$ cat src/rtl/rf_port_scheduler.sv
// rf_port_scheduler: arbitrates the register file's shared A port between one
// pending read and buffered writebacks from the ALU (wb0) and memory (wb1).
// Optional feature macro: RF_SCHED_BYPASS_EN. When defined, a read that hits
// buffered data is served at once from the buffer instead of waiting for it
// to drain.
module rf_port_scheduler #(
   parameter int unsigned MAX_WR_BURST = 4
) (
   input  logic        CLK,
   input  logic        CLR,
   input  logic        rd_req,
   input  logic [3:0]  rd_addr_a,
   input  logic [3:0]  rd_addr_b,
   output logic        rd_gnt,
   output logic [31:0] rd_data_a,
   output logic [31:0] rd_data_b,
   input  logic        wb0_valid,
   input  logic        wb1_valid,
   input  logic [3:0]  wb0_addr,
   input  logic [3:0]  wb1_addr,
   input  logic [31:0] wb0_data,
   input  logic [31:0] wb1_data,
   output logic        wb0_ready,
   output logic        wb1_ready,
   output logic [3:0]  rf_addr_a,
   output logic [3:0]  rf_addr_b,
   output logic [31:0] rf_data,
   output logic        rf_rw,
   input  logic [31:0] rf_out_a,
   input  logic [31:0] rf_out_b
);

   localparam logic [3:0] C_MAX_BURST = 4'(MAX_WR_BURST);

   typedef enum logic [1:0] {SLOT_IDLE, SLOT_READ, SLOT_WRITE} slot_t;

   logic        r_buf0_valid, r_buf1_valid;
   logic [3:0]  r_buf0_addr,  r_buf1_addr;
   logic [31:0] r_buf0_data,  r_buf1_data;
   logic        r_rr;
   logic [3:0]  r_burst_cnt;

   logic        w_match0, w_match1, w_hazard, w_any_valid;
   logic        w_wr_sel;
   slot_t       w_slot;
   logic [31:0] w_rd_a, w_rd_b;

   assign w_match0    = r_buf0_valid && (r_buf0_addr == rd_addr_a || r_buf0_addr == rd_addr_b);
   assign w_match1    = r_buf1_valid && (r_buf1_addr == rd_addr_a || r_buf1_addr == rd_addr_b);
   assign w_hazard    = rd_req && (w_match0 || w_match1);
   assign w_any_valid = r_buf0_valid || r_buf1_valid;

   // Slot decision for the shared A port this cycle.
   always_comb begin
      w_slot = SLOT_IDLE;
      if (CLR)
         w_slot = SLOT_IDLE;
      else if (!w_any_valid)
         w_slot = rd_req ? SLOT_READ : SLOT_IDLE;
`ifdef RF_SCHED_BYPASS_EN
      else if (w_hazard)
         w_slot = SLOT_READ;
`endif
      else if (rd_req && !w_hazard && r_burst_cnt == C_MAX_BURST)
         w_slot = SLOT_READ;
      else
         w_slot = SLOT_WRITE;
   end

   // Write source: a lone valid buffer, else the single hazard match, else rr.
   always_comb begin
      w_wr_sel = r_rr;
      if (!r_buf1_valid)
         w_wr_sel = 1'b0;
      else if (!r_buf0_valid)
         w_wr_sel = 1'b1;
      else if (w_hazard && w_match0 && !w_match1)
         w_wr_sel = 1'b0;
      else if (w_hazard && w_match1 && !w_match0)
         w_wr_sel = 1'b1;
   end

`ifdef RF_SCHED_BYPASS_EN
   logic w_hit0_a, w_hit1_a, w_hit0_b, w_hit1_b;
   assign w_hit0_a = r_buf0_valid && r_buf0_addr == rd_addr_a;
   assign w_hit1_a = r_buf1_valid && r_buf1_addr == rd_addr_a;
   assign w_hit0_b = r_buf0_valid && r_buf0_addr == rd_addr_b;
   assign w_hit1_b = r_buf1_valid && r_buf1_addr == rd_addr_b;

   // Forward buffered data; on a double hit the later-written buffer (!rr) wins.
   always_comb begin
      w_rd_a = rf_out_a;
      w_rd_b = rf_out_b;
      if (w_hit0_a && w_hit1_a)
         w_rd_a = r_rr ? r_buf0_data : r_buf1_data;
      else if (w_hit0_a)
         w_rd_a = r_buf0_data;
      else if (w_hit1_a)
         w_rd_a = r_buf1_data;
      if (w_hit0_b && w_hit1_b)
         w_rd_b = r_rr ? r_buf0_data : r_buf1_data;
      else if (w_hit0_b)
         w_rd_b = r_buf0_data;
      else if (w_hit1_b)
         w_rd_b = r_buf1_data;
   end
`else
   assign w_rd_a = rf_out_a;
   assign w_rd_b = rf_out_b;
`endif

   assign rd_gnt    = (w_slot == SLOT_READ);
   assign rd_data_a = rd_gnt ? w_rd_a : 32'h0;
   assign rd_data_b = rd_gnt ? w_rd_b : 32'h0;
   assign rf_rw     = (w_slot != SLOT_WRITE);
   assign rf_addr_b = rd_addr_b;
   assign rf_addr_a = (w_slot == SLOT_WRITE) ? (w_wr_sel ? r_buf1_addr : r_buf0_addr)
                    : (CLR ? 4'h0 : rd_addr_a);
   assign rf_data   = (w_slot == SLOT_WRITE) ? (w_wr_sel ? r_buf1_data : r_buf0_data) : 32'h0;
   // A buffer can take a new offer on the same edge it drains.
   assign wb0_ready = CLR || !r_buf0_valid || (w_slot == SLOT_WRITE && !w_wr_sel);
   assign wb1_ready = CLR || !r_buf1_valid || (w_slot == SLOT_WRITE &&  w_wr_sel);

   // Buffer fill/drain, round-robin pointer and write-burst counter.
   always_ff @(posedge CLK) begin
      if (CLR) begin
         r_buf0_valid <= 1'b0;
         r_buf1_valid <= 1'b0;
         r_buf0_addr  <= 4'h0;
         r_buf1_addr  <= 4'h0;
         r_buf0_data  <= 32'h0;
         r_buf1_data  <= 32'h0;
         r_rr         <= 1'b0;
         r_burst_cnt  <= 4'h0;
      end else begin
         if (wb0_valid && wb0_ready) begin
            r_buf0_valid <= 1'b1;
            r_buf0_addr  <= wb0_addr;
            r_buf0_data  <= wb0_data;
         end else if (w_slot == SLOT_WRITE && !w_wr_sel) begin
            r_buf0_valid <= 1'b0;
         end
         if (wb1_valid && wb1_ready) begin
            r_buf1_valid <= 1'b1;
            r_buf1_addr  <= wb1_addr;
            r_buf1_data  <= wb1_data;
         end else if (w_slot == SLOT_WRITE && w_wr_sel) begin
            r_buf1_valid <= 1'b0;
         end
         if (w_slot == SLOT_WRITE && r_buf0_valid && r_buf1_valid)
            r_rr <= ~w_wr_sel;
         if (!rd_req || w_slot == SLOT_READ)
            r_burst_cnt <= 4'h0;
         else if (w_slot == SLOT_WRITE && r_burst_cnt != C_MAX_BURST)
            r_burst_cnt <= r_burst_cnt + 4'h1;
      end
   end

endmodule

$ cat config.mk
export PLATFORM = sky130hd
export DESIGN_NAME = rf_port_scheduler
export DESIGN_NICKNAME = d
export VERILOG_FILES = /design/src/rtl/rf_port_scheduler.sv
export SDC_FILE = /design/constraint.sdc
export NUM_CORES = 1
export LEC_CHECK = 0
export CAP_MARGIN = 10
export CORE_AREA = 2 2 100 102
export CTS_CLUSTER_DIAMETER = 40
export DETAILED_ROUTE_END_ITERATION = 10
export DIE_AREA = 0 0 102 104
export DONT_BUFFER_PORTS = 1
export GPL_ROUTABILITY_DRIVEN = 0
export HOLD_SLACK_MARGIN = 0.02
export PLACE_DENSITY = 0.71
export SETUP_SLACK_MARGIN = 0.4
export SLEW_MARGIN = 20
export SYNTH_ARGS = -nofsm -noshare
export SYNTH_HDL_FRONTEND = slang
export SYNTH_SLANG_ARGS = --single-unit
$ cat constraint.sdc
create_clock -name CLK -period 3.3 [get_ports CLK]
set_input_delay 0.99 -clock CLK [delete_from_list [all_inputs] [get_ports CLK]]
set_output_delay 0.99 -clock CLK [all_outputs]
set_load 0.01 [all_outputs]
==> results of run 1 <==
==> worst max path at each step <==
stage	end	slack, ns	cells after the start
6_report	rf_data[9]	-0.51	9
5_1_grt	rf_data[9]	-0.53	9
4_1_cts	rd_data_a[26]	-0.23	7
3_5_place_dp	rf_data[21]	-0.30	8
3_3_place_gp	rf_data[4]	-0.26	8
2_1_floorplan	rd_data_a[13]	-0.11	8
==> kinds of logic (layout without fill, tap and decap cells) <==
kind of cell	after synthesis	after routing	synth area share, %
AOI/OAI and AO/OA	63	63	7.72
xor gates and xnor gates	17	17	2.93
adders and majority gates	2	2	0.492
buffers and inverters	74	107	8.04
DFF	79	79	31.1
muxes	40	40	7.87
other	0	10	0
and+or+nand+nor	416	416	41.9
==> per-layer routing <==
metal	vias to the layer above	share of wire (%)	GRT usage (%)
li1	2415	-	-
met1	2637	35	42.9
met2	394	48	58.9
met3	95	10	11.8
met4	0	6.8	22.4
met5	-	0	0
==> power by group through the flow <==
stage          registers (mW)  clock network, mW  logic [mW]
2_1_floorplan            1.10                  0       0.440
3_3_place_gp             1.11                  0       0.542
3_5_place_dp             1.12                  0       0.556
4_1_cts                  1.10              0.757       0.671
5_1_grt                  1.12              0.799       0.804
6_report                 1.11              0.756       0.767
==> final cells by class <==
type / count / area [sq um]
timing repair buffer: 82 / 1000
clock buffer: 12 / 155
timing repair inverter: 1 / 6.26
fill: 669 / 2470
clock inverter: 3 / 42.5
tap: 133 / 166
sequential: 79 / 1590
antenna: 10 / 25.0
multi-input combinational: 538 / 4060
inverter: 9 / 38.8
==> state kept, by name, indices dropped and copies added, names as in the netlist <==
name,count
r_buf1_data,32
r_buf0_valid,1
r_buf1_addr,4
r_buf1_valid,1
r_rr,1
r_burst_cnt,4
r_buf0_addr,4
r_buf0_data,32
==> per-stage QoR <==
stage / power (mW) / instances / worst slack (ns)
final: 2.63 / 867 / -0.508
after global routing: 2.72 / 866 / -0.530
after CTS: 2.53 / 841 / -0.235
after detailed placement: 1.67 / 810 / -0.299
after global placement: 1.66 / 810 / -0.260
after floorplan: 1.54 / 691 / -0.110
==> cell usage after synthesis (2+ instances only) <==
library cell  instances  area (sq um)
nand2_1             182           683
dfxtp_1              79          1580
nand4_1              73           457
and2_1               65           407
mux2i_1              40           400
nand3_1              39           195
a21oi_1              36           180
nand2b_1             35           219
clkbuf_1             29           109
buf_2                13          65.1
buf_4                 9          67.6
inv_1                 9          33.8
xnor2_1               9          78.8
xor2_1                8          70.1
nor2_1                7          26.3
clkbuf_2              5          25.0
nor3_1                5          25.0
o21ai_0               5          25.0
o2bb2ai_1             4          35.0
a31oi_1               3          18.8
buf_1                 3          11.3
buf_12                3          60.1
a211oi_1              2          15.0
ha_1                  2          25.0
nor2b_1               2          12.5
nor4_4                2          42.5
==> worst min-delay path: stages (launching register included) <==
cell	delay, ns
dfxtp_1	0.32
nand2_1	0.05
mux2i_1	0.05
==> timing repair <==
action	CTS	global route
setup endpoints to repair	104	104
gates cloned	5	6
setup buffers	11	10
gates resized for setup	104	54
hold buffers	0	0
pin swaps	24	51
==> summary.txt, run 1 <==
Floorplan
  • DIE HEIGHT: 104 um
  • FP Rows: 36
  • Die area: 10,600 sq um
  • IO Pins: approximately 260
  • Starting Density: 53.3%
  • Die width: about 100 um
  • Core box area: 9550 sq um

STA
  • RSZ-0062 raised after global routing: yes
  • Max Slew Vio Count: 0
  • Setup-failing EPs final: 104
  • Skew final: 0.0133 ns
  • Max-slew headroom: between 50% and 60%
  • Hold_ws: 0.459 ns
  • Share of the clock period used by the worst path after layout: 115%
  • PnR worst setup slack: -0.508 ns
  • Measured slew at the worst slew-check pin: 0.729 ns
  • Highest Clock Rate: around 0.26 GHz
  • Final Hold Fails: 0
  • Final min period: between 3 and 4 ns
  • Fin Setup TNS: -43.87 ns

Status
  • Failing checks: setup timing
  • Outcome: finished with violations

Synth
  • Async SR Flop Fraction: 0%
  • Synth warn: 0
  • Syn Area/Cell: 7.37 sq um
  • Seq cells post-synth: 79
  • Syn Nets: 842
  • Post-synth EDFFs: 0
  • Post-Syn Area: 5090 sq um
  • Synth cell types: 48
  • Sequential fraction of the synthesis area: 31.1%
  • Top FF cell, synth: dfxtp_1
  • Syn Inst Count: 691

Power
  • Int Power: 1.76 mW
  • P_leak: 2.62 nW
  • Combinational share of power: 29.1%
  • P_sw: 868 uW
  • Switching share of power: 33.0%
  • Power Density: 372 nW/um^2
  • VDD IR max: 0.262 mV
  • Clock share of power: between 20 and 30%
  • Seq pwr share: 42.1%

Clock tree
  • Clk root buf: clkbuf_8
  • CTS tree: yes
  • Max clock buf depth: 2
  • CTS H-tree lvls: 3
  • CTS clk-pin slew, worst paths: 0.08 ns
  • Clock Sinks: 79
  • Worst-skew pair later-pin latency: 0.36 ns
  • Cts bufs inserted: 9

Global route
  • Grt ovf: 0
  • Initial antenna violation count: 8
  • Largest net degree at the start of global routing: 74
  • Vias in the first global route: 5,133
  • First-pass GRT wire length: 29,900 um
  • GRT Resource Usage Total: 37.1%

Routing
  • # DRC: 0
  • Drt via density: 6.39
  • Detail Route Antenna Nets: 0
  • Iter 0 DRT Violations: 512
  • DR WL/cell: between 20 and 30 um
  • WL final: 22,400 um
  • DR vias: 5,541
  • Initial DRT Pass Iterations: 7

Final layout
  • Most common cell after layout, fill and taps aside: nand2_1
  • P&R area growth vs syn: 39.2%
  • Most frequent cells in the layout: 145 x nand2_1, 76 x dfxtp_1, 73 x nand4_1, 64 x and2_4, 46 x buf_4
  • Fin util: 74.2%
  • Final Cell Area: 7080 sq um
  • Post-layout net count: 871
  • Layout cells sized above 1: 38.3%

Worst setup path
  • Bufs and invs on worst path: 3
  • Critical R2R Launch: r_buf1_addr[2]
  • Worst Path Max Fanout: 17
  • Setup CP Type: in -> out
  • Crit path DAT: between 2 and 3 ns
  • Top cell family by delay on the critical path: buffers and inverters
  • Kind of capture point of the worst setup path: output pin
  • Critical path, cell by cell: xnor2_4 -> nand4_1 -> buf_4 -> a21boi_4 -> o221a_2 -> buf_12 -> clkbuf_16 -> nand2_1 -> a21oi_4
  • R2r endpoint: r_burst_cnt[0]
  • Worst stage delay on the critical path: 0.31 ns
  • CP Launch Point: rd_addr_b[2]
  • Worst-case reg-to-reg path depth: 9
  • FF-to-FF setup slack: about 0.58 ns
  • Max stage delay cell, worst path: nand4_1
  • Startpoint Class: primary input
  • Worst EP required: 2.31 ns

Placed design
  • Placement Cell Area: about 5700 sq um
  • PortBufs: 0
  • HPWL Detailed: between 10,000 and 15,000 um

Min path
  • Min-delay src: r_buf1_data[2]
  • Hold EP: r_buf1_data[2]
  • Min-Delay Path Class: reg -> reg
  • Hold path depth: 2

Run
  • Max-cap viol count: 0
No activity file was read; power rests on OpenSTA's default activity.
==> run 2, diff against run 1 <==
--- a/config.mk
+++ b/config.mk
@@ -12,6 +12,7 @@
 export DIE_AREA = 0 0 102 104
 export DONT_BUFFER_PORTS = 1
 export GPL_ROUTABILITY_DRIVEN = 0
+export GPL_TIMING_DRIVEN = 0
 export HOLD_SLACK_MARGIN = 0.02
 export PLACE_DENSITY = 0.71
 export SETUP_SLACK_MARGIN = 0.4
==> summary.txt, run 2 (synthesized netlist as in run 1, its figures left out) <==
Status
  • Outcome: finished with violations
  • Failing checks: setup timing

Routing
  • Initial DRT Pass Iterations: 5
  • # DRC: 0
  • DR vias: 5,459
  • DR WL/cell: roughly 25 um
  • Drt via density: approximately 6.2
  • Iter 0 DRT Violations: between 500 and 600
  • WL final: approximately 22,000 um
  • Detail Route Antenna Nets: 0

Clock tree
  • Post-CTS Hold Fix Bufs: 0
  • Worst-skew pair later-pin latency: 0.37 ns
  • Clock Sinks: 79
  • Cts bufs inserted: 9
  • Clk root buf: clkbuf_8
  • CTS clk-pin slew, worst paths: 0.08 ns
  • CTS H-tree lvls: 3
  • CTS tree: yes
  • Max clock buf depth: 2

STA
  • Final min period: ~3.6 ns
  • Highest Clock Rate: 0.275 GHz
  • RSZ-0062 raised after global routing: yes
  • Skew final: approximately 0.017 ns
  • Measured slew at the worst slew-check pin: 0.771 ns
  • PnR worst setup slack: -0.339 ns
  • Max-slew headroom: 48.3%
  • Max Slew Vio Count: 0
  • Fin Setup TNS: -27.11 ns
  • Share of the clock period used by the worst path after layout: 110%
  • Hold_ws: 0.459 ns
  • Setup-failing EPs final: 103
  • Final Hold Fails: 0

Global route
  • Largest net degree at the start of global routing: 15
  • Initial antenna violation count: 1
  • GRT Resource Usage Total: 39.3%
  • First-pass GRT wire length: 31,200 um
  • Vias in the first global route: approximately 5,300
  • Grt ovf: 0

Min path
  • Hold path depth: 2
  • Min-Delay Path Class: reg -> reg
  • Hold EP: r_buf1_data[9]
  • Min-delay src: r_buf1_data[9]

Power
  • Design Power: 2.84 mW
  • Clock share of power: roughly 34%
  • P_leak: 2.65 nW
  • P_sw: 891 uW
  • Int Power: 1.95 mW
  • Power Density: 396 nW/um^2
  • VDD IR max: 0.294 mV
  • Combinational share of power: 27.0%
  • Seq pwr share: 38.7%
  • Switching share of power: 31.4%

Worst setup path
  • R2r endpoint: r_buf0_data[14]
  • Worst-case reg-to-reg path depth: 14
  • FF-to-FF setup slack: around 0.47 ns
  • Worst Path Max Fanout: 5
  • Worst EP required: 2.31 ns
  • Setup CP Type: in -> out
  • Kind of capture point of the worst setup path: output pin
  • Crit path DAT: 2.65 ns
  • Critical R2R Launch: r_buf1_addr[3]
  • Startpoint Class: primary input

Final layout
  • Layout cells sized above 1: a little under two fifths
  • Most frequent cells in the layout: 144 x nand2_1, 74 x dfxtp_1, 73 x nand4_1, 65 x and2_4, 39 x nand3_1
  • Top flop regs: r_buf0_data x32, r_buf1_data x32
  • Most common cell after layout, fill and taps aside: nand2_1
  • Fin util: 75.1%
  • Post-layout net count: 891
  • Fillers: 674
  • P&R area growth vs syn: 41.0%

Floorplan
  • DIE HEIGHT: around 100 um
  • Die width: 102 um
  • FP Rows: 36
  • Starting Density: 53.3%
  • Core box area: 9550 sq um
  • Die area: approximately 11,000 sq um
  • IO Pins: approximately 260

Placed design
  • Pre-CTS worst setup slack: -0.440 ns
  • HPWL Detailed: 15,000 um
  • PortBufs: 0

Run
  • Max-cap viol count: 0
-- run 2: critical path: stages --
cell and delay [ns]:
xor2_4 0.14, nor4_4 0.37, or2_1 0.24, a211oi_2 0.11, o211a_4 0.31, buf_8 0.16, buf_8 0.12, and2_4 0.19
-- run 2: layer usage --
metal / vias up / wire, um / global-route usage, %
met5: - / 0 / 0
met4: 0 / 1810 / 28.7
met3: 95 / 2640 / 17.9
met2: 319 / 9710 / 58.4
met1: 2594 / 7450 / 43.4
li1: 2451 / - / -
-- run 2: how the worst max path moves through the flow --
stage	from	to	slack, ns	depth (start not counted)
finish	rd_addr_b[2]	rd_data_a[19]	-0.34	8
detailed placement	rd_addr_b[2]	rf_data[2]	-0.44	7
floorplan	rd_addr_a[2]	rd_data_a[13]	-0.11	8
CTS	rd_addr_b[1]	rf_data[2]	-0.22	9
global placement	rd_addr_b[2]	rf_data[2]	-0.40	7
global route	rd_addr_b[2]	rd_data_a[19]	-0.41	8
-- run 2: timing repair --
action,4_1_cts,5_1_grt
hold endpoints to repair,0,0
gates resized for setup,173,46
pin swaps,19,73
endpoints found under the setup margin,104,134
gates cloned,7,5
buffers inserted,22,4
-- run 2: cell type report --
cell class	instances	area (sq um)	share of cell area, %
inverter	9	36.3	0.506
tap	133	166	2.32
antenna	1	2.50	0.0349
multi-input combinational	538	4050	56.4
clock inverter	7	145	2.02
timing repair buffer	38	430	6.00
buffer	65	637	8.88
clock buffer	9	124	1.73
sequential	79	1590	22.1
-- run 2: metrics by stage --
step                area, sq um  cells
floorplan                  5460    691
global placement           5630    824
detailed placement         5630    824
CTS                        6910    869
global route               7170    879
finish                     7170    879
-- run 2: power by group through the flow --
stage	Clock (mW)	Combinational [mW]	Sequential, mW
5_1_grt	1.02	0.814	1.11
3_5_place_dp	0	0.543	1.11
4_1_cts	0.978	0.711	1.10
2_1_floorplan	0	0.440	1.10
3_3_place_gp	0	0.533	1.11
6_report	0.974	0.767	1.10
